===== src/rtl/dpram_port_arbiter.sv =====
// Round-robin arbiter sharing one RAM port among NUM_REQ requesters, with
// fixed-latency read-return routing and read-after-write hazard stalls.
module dpram_port_arbiter #(
    parameter int ADDR_WIDTH     = 4,
    parameter int DATA_WIDTH     = 8,
    parameter int READ_LANTENCY  = 3,
    parameter int WRITE_LANTENCY = 3,
    parameter int NUM_REQ        = 4
) (
    input  logic                          i_clk,
    input  logic                          i_rst_n,
    input  logic [NUM_REQ-1:0]            i_req,
    input  logic [NUM_REQ-1:0]            i_we,
    input  logic [NUM_REQ*ADDR_WIDTH-1:0] i_addr,
    input  logic [NUM_REQ*DATA_WIDTH-1:0] i_din,
    output logic [NUM_REQ-1:0]            o_gnt,
    output logic [NUM_REQ-1:0]            o_rvalid,
    output logic [DATA_WIDTH-1:0]         o_rdata,
    output logic                          o_ram_en,
    output logic                          o_ram_we,
    output logic [ADDR_WIDTH-1:0]         o_ram_addr,
    output logic [DATA_WIDTH-1:0]         o_ram_din,
    input  logic [DATA_WIDTH-1:0]         i_ram_dout
);

    localparam int          IDX_W  = $clog2(NUM_REQ);
    localparam int unsigned NREQ_U = NUM_REQ;

    typedef logic [IDX_W-1:0] idx_t;

    function automatic idx_t f_wrap_add(input idx_t base, input int unsigned off);
        int unsigned s;
        s = 32'(base) + off;
        if (s >= NREQ_U) s = s - NREQ_U;
        return idx_t'(s);
    endfunction

    logic [NUM_REQ-1:0]    r_gnt;
    idx_t                  r_gnt_idx;
    idx_t                  r_rr_ptr;
    logic                  r_ram_en;
    logic                  r_ram_we;
    logic [ADDR_WIDTH-1:0] r_ram_addr;
    logic [DATA_WIDTH-1:0] r_ram_din;
    logic [NUM_REQ-1:0]    r_rvalid;
    logic [DATA_WIDTH-1:0] r_rdata;

    logic [READ_LANTENCY-1:0]  r_tag_vld;
    idx_t                      r_tag_idx [READ_LANTENCY];
    logic [WRITE_LANTENCY-1:0] r_wh_vld;
    logic [ADDR_WIDTH-1:0]     r_wh_addr [WRITE_LANTENCY];

    logic [NUM_REQ-1:0]    w_hazard;
    logic [NUM_REQ-1:0]    w_elig;
    logic                  w_found;
    idx_t                  w_win_idx;
    logic                  w_win_we;
    logic [ADDR_WIDTH-1:0] w_win_addr;
    logic [DATA_WIDTH-1:0] w_win_din;

    // Entry 0 of the write history mirrors the write now on the RAM port.
    always_comb begin
        w_hazard = '0;
        for (int unsigned k = 0; k < NREQ_U; k++) begin
            for (int unsigned j = 0; j < WRITE_LANTENCY; j++) begin
                if (r_wh_vld[j] && (r_wh_addr[j] == i_addr[k*ADDR_WIDTH +: ADDR_WIDTH]))
                    w_hazard[k] = 1'b1;
            end
        end
        w_elig = i_req & ~r_gnt & (i_we | ~w_hazard);
    end

    always_comb begin
        w_found   = 1'b0;
        w_win_idx = '0;
        for (int unsigned i = 0; i < NREQ_U; i++) begin
            if (!w_found && w_elig[f_wrap_add(r_rr_ptr, i)]) begin
                w_found   = 1'b1;
                w_win_idx = f_wrap_add(r_rr_ptr, i);
            end
        end
        w_win_we   = i_we[w_win_idx];
        w_win_addr = i_addr[32'(w_win_idx)*ADDR_WIDTH +: ADDR_WIDTH];
        w_win_din  = i_din[32'(w_win_idx)*DATA_WIDTH +: DATA_WIDTH];
    end

    always_ff @(posedge i_clk or negedge i_rst_n) begin
        if (!i_rst_n) begin
            r_gnt      <= '0;
            r_gnt_idx  <= '0;
            r_rr_ptr   <= '0;
            r_ram_en   <= 1'b0;
            r_ram_we   <= 1'b0;
            r_ram_addr <= '0;
            r_ram_din  <= '0;
            r_rvalid   <= '0;
            r_rdata    <= '0;
            r_tag_vld  <= '0;
            r_tag_idx  <= '{default: '0};
            r_wh_vld   <= '0;
            r_wh_addr  <= '{default: '0};
        end else begin
            r_gnt    <= '0;
            r_ram_en <= w_found;
            r_ram_we <= w_found & w_win_we;
            if (w_found) begin
                r_gnt[w_win_idx] <= 1'b1;
                r_gnt_idx        <= w_win_idx;
                r_rr_ptr         <= f_wrap_add(w_win_idx, 1);
                r_ram_addr       <= w_win_addr;
                r_ram_din        <= w_win_din;
            end

            r_tag_vld[0] <= r_ram_en & ~r_ram_we;
            r_tag_idx[0] <= r_gnt_idx;
            for (int unsigned j = 1; j < READ_LANTENCY; j++) begin
                r_tag_vld[j] <= r_tag_vld[j-1];
                r_tag_idx[j] <= r_tag_idx[j-1];
            end

            r_wh_vld[0]  <= w_found & w_win_we;
            r_wh_addr[0] <= w_win_addr;
            for (int unsigned j = 1; j < WRITE_LANTENCY; j++) begin
                r_wh_vld[j]  <= r_wh_vld[j-1];
                r_wh_addr[j] <= r_wh_addr[j-1];
            end

            r_rvalid <= '0;
            if (r_tag_vld[READ_LANTENCY-1]) begin
                r_rvalid[r_tag_idx[READ_LANTENCY-1]] <= 1'b1;
                r_rdata                              <= i_ram_dout;
            end
        end
    end

    assign o_gnt      = r_gnt;
    assign o_rvalid   = r_rvalid;
    assign o_rdata    = r_rdata;
    assign o_ram_en   = r_ram_en;
    assign o_ram_we   = r_ram_we;
    assign o_ram_addr = r_ram_addr;
    assign o_ram_din  = r_ram_din;

endmodule


===== config.mk =====
export PLATFORM = sky130hd
export DESIGN_NAME = dpram_port_arbiter
export DESIGN_NICKNAME = d
export VERILOG_FILES = /design/src/rtl/dpram_port_arbiter.sv
export SDC_FILE = /design/constraint.sdc
export NUM_CORES = 1
export LEC_CHECK = 0
export BUFFER_PORTS_ARGS = -buffer_cell sky130_fd_sc_hd__buf_2
export CAP_MARGIN = 20
export CORE_MARGIN = 2
export CORE_UTILIZATION = 48
export CTS_BUF_LIST = sky130_fd_sc_hd__clkbuf_4
export DETAILED_ROUTE_END_ITERATION = 16
export PLACE_DENSITY = 0.78
export SYNTH_ARGS = -nofsm -noshare
export SYNTH_HDL_FRONTEND = slang
export SYNTH_SLANG_ARGS = --single-unit

===== constraint.sdc =====
create_clock -name i_clk -period 2.6 [get_ports i_clk]
set_input_delay 0.26 -clock i_clk [delete_from_list [all_inputs] [get_ports i_clk]]
set_output_delay 0.26 -clock i_clk [all_outputs]
set_load 0.05 [all_outputs]

==> results_dict.tcl <==
set metrics [dict create \
    drcViolationCount 0 \
    drt-vias-per-instance 5.606 \
    vias 2820 \
    cts.sinks 57 \
    yosys_warnings 0 \
    worst_hold_path.endpoint "o_rdata[2]$_DFFE_PN0P_" \
    clockBufferDepth 2 \
    post_synth_num_cell_types 51 \
    dpl.cell_count 481 \
    avgSynthCellArea_sq_um 10.82 \
    dpl_worst_slack_ps -63.65 \
    cts_tree "done" \
    antenna-diode-count 0 \
    synth_largest_area_cell "sky130_fd_sc_hd__dfrtp_1" \
    worstPathRequired_ps 2900 \
    worstSetupStartpointType "flop" \
    run_status "finished with violations" \
    power_density_relative_to_cell_area_mw_per_mm2 1435 \
    failed_checks "negative setup slack" \
    grt_first_pass_wirelength_um 14230 \
    detailedPlacementHpwl_um 6524 \
    synthDominantCellAreaShare_pct 45.31 \
    min_path_cells 2 \
    rr_endpoint "o_ram_addr[0]$_DFFE_PN0P_" \
    peakVddDrop_uv 1024 \
    cts_max_level 3 \
    worst_ep_arrival_time_ps 2910 \
    postSynth.topFlopCell "sky130_fd_sc_hd__dfrtp_1" \
    clkTransAtPathRegs_ps 110 \
    die_height_um 84.99 \
    insertion_delay_ps 400 \
    syn_inst 291 \
    max-slew-margin-rel_pct 52.18 \
    end_kind "flop" \
    setup_viol 2 \
    detailedRoute.firstIterationViolations 131 \
    largest_net_degree_at_the_start_of_global_routing 58 \
    synthArstFlopShare_pct 100.0 \
    fin_area_sq_mm 0.004320 \
    critical_path.max_fanout 6 \
    mappedNetlistArea_sq_mm 0.003148 \
    syn-num-nets 361 \
    layout.cells.non_filler 503 \
    die_width_um 84.99 \
    drv_cap 0 \
    vias_in_the_first_global_route 2890 \
    cts_made_buffers 9 \
    r2r_slack_ps -10 \
    final_hold_viol_count 0 \
    yosysSeqAreaShare_pct 45.31 \
    synthMostInstantiatedCell "sky130_fd_sc_hd__dfrtp_1" \
    tightestPinTransition_ps 717.4 \
    areaGrowthSynthToFinish_pct 37.24 \
    dpl_cell_area_sq_mm 0.003930 \
    synth_seq_cells 57 \
    min-delay-path-class "in2reg" \
    number_of_top_level_pins 96 \
    post_drt_wl_per_cell_um 18.15 \
    clk_root_buffer_cell "sky130_fd_sc_hd__clkbuf_4" \
    timing.final.ws_setup_ps -11.58 \
    overall_power_mw 6.199 \
    timing.rr.start "r_wh_addr[1]$_DFF_PN0_" \
    placement.io_buffers 95 \
    timing.hold.worst.start "i_ram_dout[2]" \
    final.period_utilization_pct 100.4 \
    gp_congestion 0.9291 \
    wl_um 9128 \
    post_route_cells_drive_above_1_share_pct 47.42 \
    r2r_cells 9 \
    number_of_flops_mapped_to_enable_cells_by_yosys 0 \
    timing.fmax_mhz 382.9 \
    fin_tns_setup_ps -17.76 \
    number_of_search_and_repair_iterations_in_the_first_detailed_routing_pass 4 \
    core.rowCount 29 \
    timing_max_transition_violations_final 0 \
    final_nets 491 \
    synth.cells.most_frequent "sky130_fd_sc_hd__dfrtp_1, sky130_fd_sc_hd__xnor2_1, sky130_fd_sc_hd__nand2_1, sky130_fd_sc_hd__xor2_1, sky130_fd_sc_hd__nand3_1" \
    crit_type "reg2reg" \
    netlist_top_cells_area "sky130_fd_sc_hd__dfrtp_1, sky130_fd_sc_hd__xnor2_1, sky130_fd_sc_hd__xor2_1" \
    grt_antenna_before_repair 0 \
    leakage_power_nw 2.027 \
    rsz_0062_raised_after_global_routing "true" \
    ant_nets 0 \
    grtUsageTotal_pct 25.62 \
    grt_overflow_total 0 \
    floorplan.initialDensity_pct 49.58 \
    skew_ps 13.20 \
    design.core.area_sq_mm 0.006350 \
    die_area_sq_mm 0.007222 \
    filler_cell_count 481 \
    timing.final.crit_period_ps 2612 \
]
layout make-up:
cell class,instances,area (sq um),area share [%]
multi-input cells,206,1747,40.43
inverters,14,62.56,1.448
repair buffers,133,817.0,18.91
clock inverters,7,93.84,2.172
well taps,77,96.34,2.230
clock buffers,9,67.56,1.564
flip-flops and latches,57,1436,33.25
per-stage QoR:
step                hold slack, ps  util, %
finish                       87.18    68.04
global route                 60.59    68.04
CTS                          67.55    65.71
detailed placement           334.7    61.89
global placement             332.7    61.89
floorplan                   -35.59        -
how the worst max path moves through the flow:
stage | start | end | slack (ps) | depth (start not counted)
6_report | r_wh_addr[1]$_DFF_PN0_ | o_ram_addr[0]$_DFFE_PN0P_ | -10 | 9
5_1_grt | r_wh_addr[1]$_DFF_PN0_ | o_ram_addr[2]$_DFFE_PN0P_ | -60 | 9
4_1_cts | r_wh_addr[1]$_DFF_PN0_ | o_ram_din[3]$_DFFE_PN0P_ | 3 | 9
3_5_place_dp | r_wh_addr[0]$_DFF_PN0_ | o_ram_din[3]$_DFFE_PN0P_ | -60 | 10
3_3_place_gp | r_wh_addr[0]$_DFF_PN0_ | o_ram_din[6]$_DFFE_PN0P_ | 3 | 10
2_1_floorplan | r_wh_addr[3]$_DFF_PN0_ | r_rr_ptr[1]$_DFFE_PN0P_ | -110 | 12
critical path, stage by stage, from the launching register on:
cell                        delay (ps)
sky130_fd_sc_hd__dfrtp_1           440
sky130_fd_sc_hd__xnor2_1           150
sky130_fd_sc_hd__nand3_1           100
sky130_fd_sc_hd__or4_4             520
sky130_fd_sc_hd__and3_4            190
sky130_fd_sc_hd__or2_4             270
sky130_fd_sc_hd__and3_2            260
sky130_fd_sc_hd__clkbuf_16         170
sky130_fd_sc_hd__a21o_1            170
sky130_fd_sc_hd__o221a_2           220
repair_timing:
item                                    in CTS  in global routing
hold buffers                                 1                  0
endpoints found under the setup margin      18                 19
pin swaps                                    3                  4
cloned                                       0                  2
buffers inserted                             2                  1
resized for setup                           17                 21
hold endpoints to repair                    24                  0
cell families (layout without fill, tap and decap cells):
kind of cell | Yosys count | in the layout | synth area share, %
and+or+nand+nor | 78 | 79 | 14.19
AOI/OAI and AO/OA | 60 | 60 | 15.18
DFF | 57 | 57 | 45.31
xor gates and xnor gates | 48 | 48 | 13.35
buffers and inverters | 29 | 163 | 5.087
muxes | 15 | 15 | 5.286
adders and majority gates | 4 | 4 | 1.590
sequential cells by signal, indices dropped and copies added (netlist names):
signal,cells
o_ram_addr,4
o_rvalid,4
r_tag_idx,6
o_rdata,8
r_rr_ptr,2
o_ram_en,1
o_ram_din,8
r_wh_addr,12
r_wh_vld,3
r_tag_vld,3
o_gnt,4
r_gnt_idx,2
power by group:
| group | leakage [nW] | internal, mW | switching (mW) |
|---|---|---|---|
| registers | 0.671 | 1.34 | 0.430 |
| logic | 1.27 | 1.58 | 2.10 |
| clock network | 0.0839 | 0.390 | 0.355 |
| total | 2.03 | 3.32 | 2.88 |
layout by cell type, fill, tap and decap left out, types with 4 or more instances in the layout:
| cell type | synthesis | final |
|---|---|---|
| sky130_fd_sc_hd__nand2_1 | 16 | 15 |
| sky130_fd_sc_hd__inv_1 | 12 | 12 |
| sky130_fd_sc_hd__a221o_1 | 4 | 4 |
| sky130_fd_sc_hd__nor2_1 | 8 | 8 |
| sky130_fd_sc_hd__xnor2_1 | 32 | 29 |
| sky130_fd_sc_hd__a21o_1 | 8 | 8 |
| sky130_fd_sc_hd__buf_4 | 0 | 31 |
| sky130_fd_sc_hd__buf_2 | 4 | 95 |
| sky130_fd_sc_hd__nor2b_1 | 4 | 4 |
| sky130_fd_sc_hd__a211o_1 | 5 | 5 |
| sky130_fd_sc_hd__nand3_1 | 13 | 13 |
| sky130_fd_sc_hd__clkbuf_4 | 0 | 9 |
| sky130_fd_sc_hd__o221a_2 | 4 | 4 |
| sky130_fd_sc_hd__dfrtp_1 | 57 | 49 |
| sky130_fd_sc_hd__a31oi_1 | 8 | 6 |
| sky130_fd_sc_hd__and2_1 | 8 | 8 |
| sky130_fd_sc_hd__nor3_1 | 4 | 4 |
| sky130_fd_sc_hd__xor2_1 | 16 | 15 |
| sky130_fd_sc_hd__o21a_1 | 6 | 6 |
| sky130_fd_sc_hd__mux2_2 | 11 | 10 |
| sky130_fd_sc_hd__dfrtp_2 | 0 | 8 |
| sky130_fd_sc_hd__o21ai_0 | 6 | 6 |
routing by layer:
metal  GRT usage (%)  vias to the layer above  part of all wire, %
li1                -                     1306                    -
met5               0                        -                    0
met4           6.494                        0                  1.4
met1           32.22                     1373                   41
met3           6.323                       14                  7.2
met2           44.32                      127                   51
Note: power is estimated with default switching activity, not from simulation.
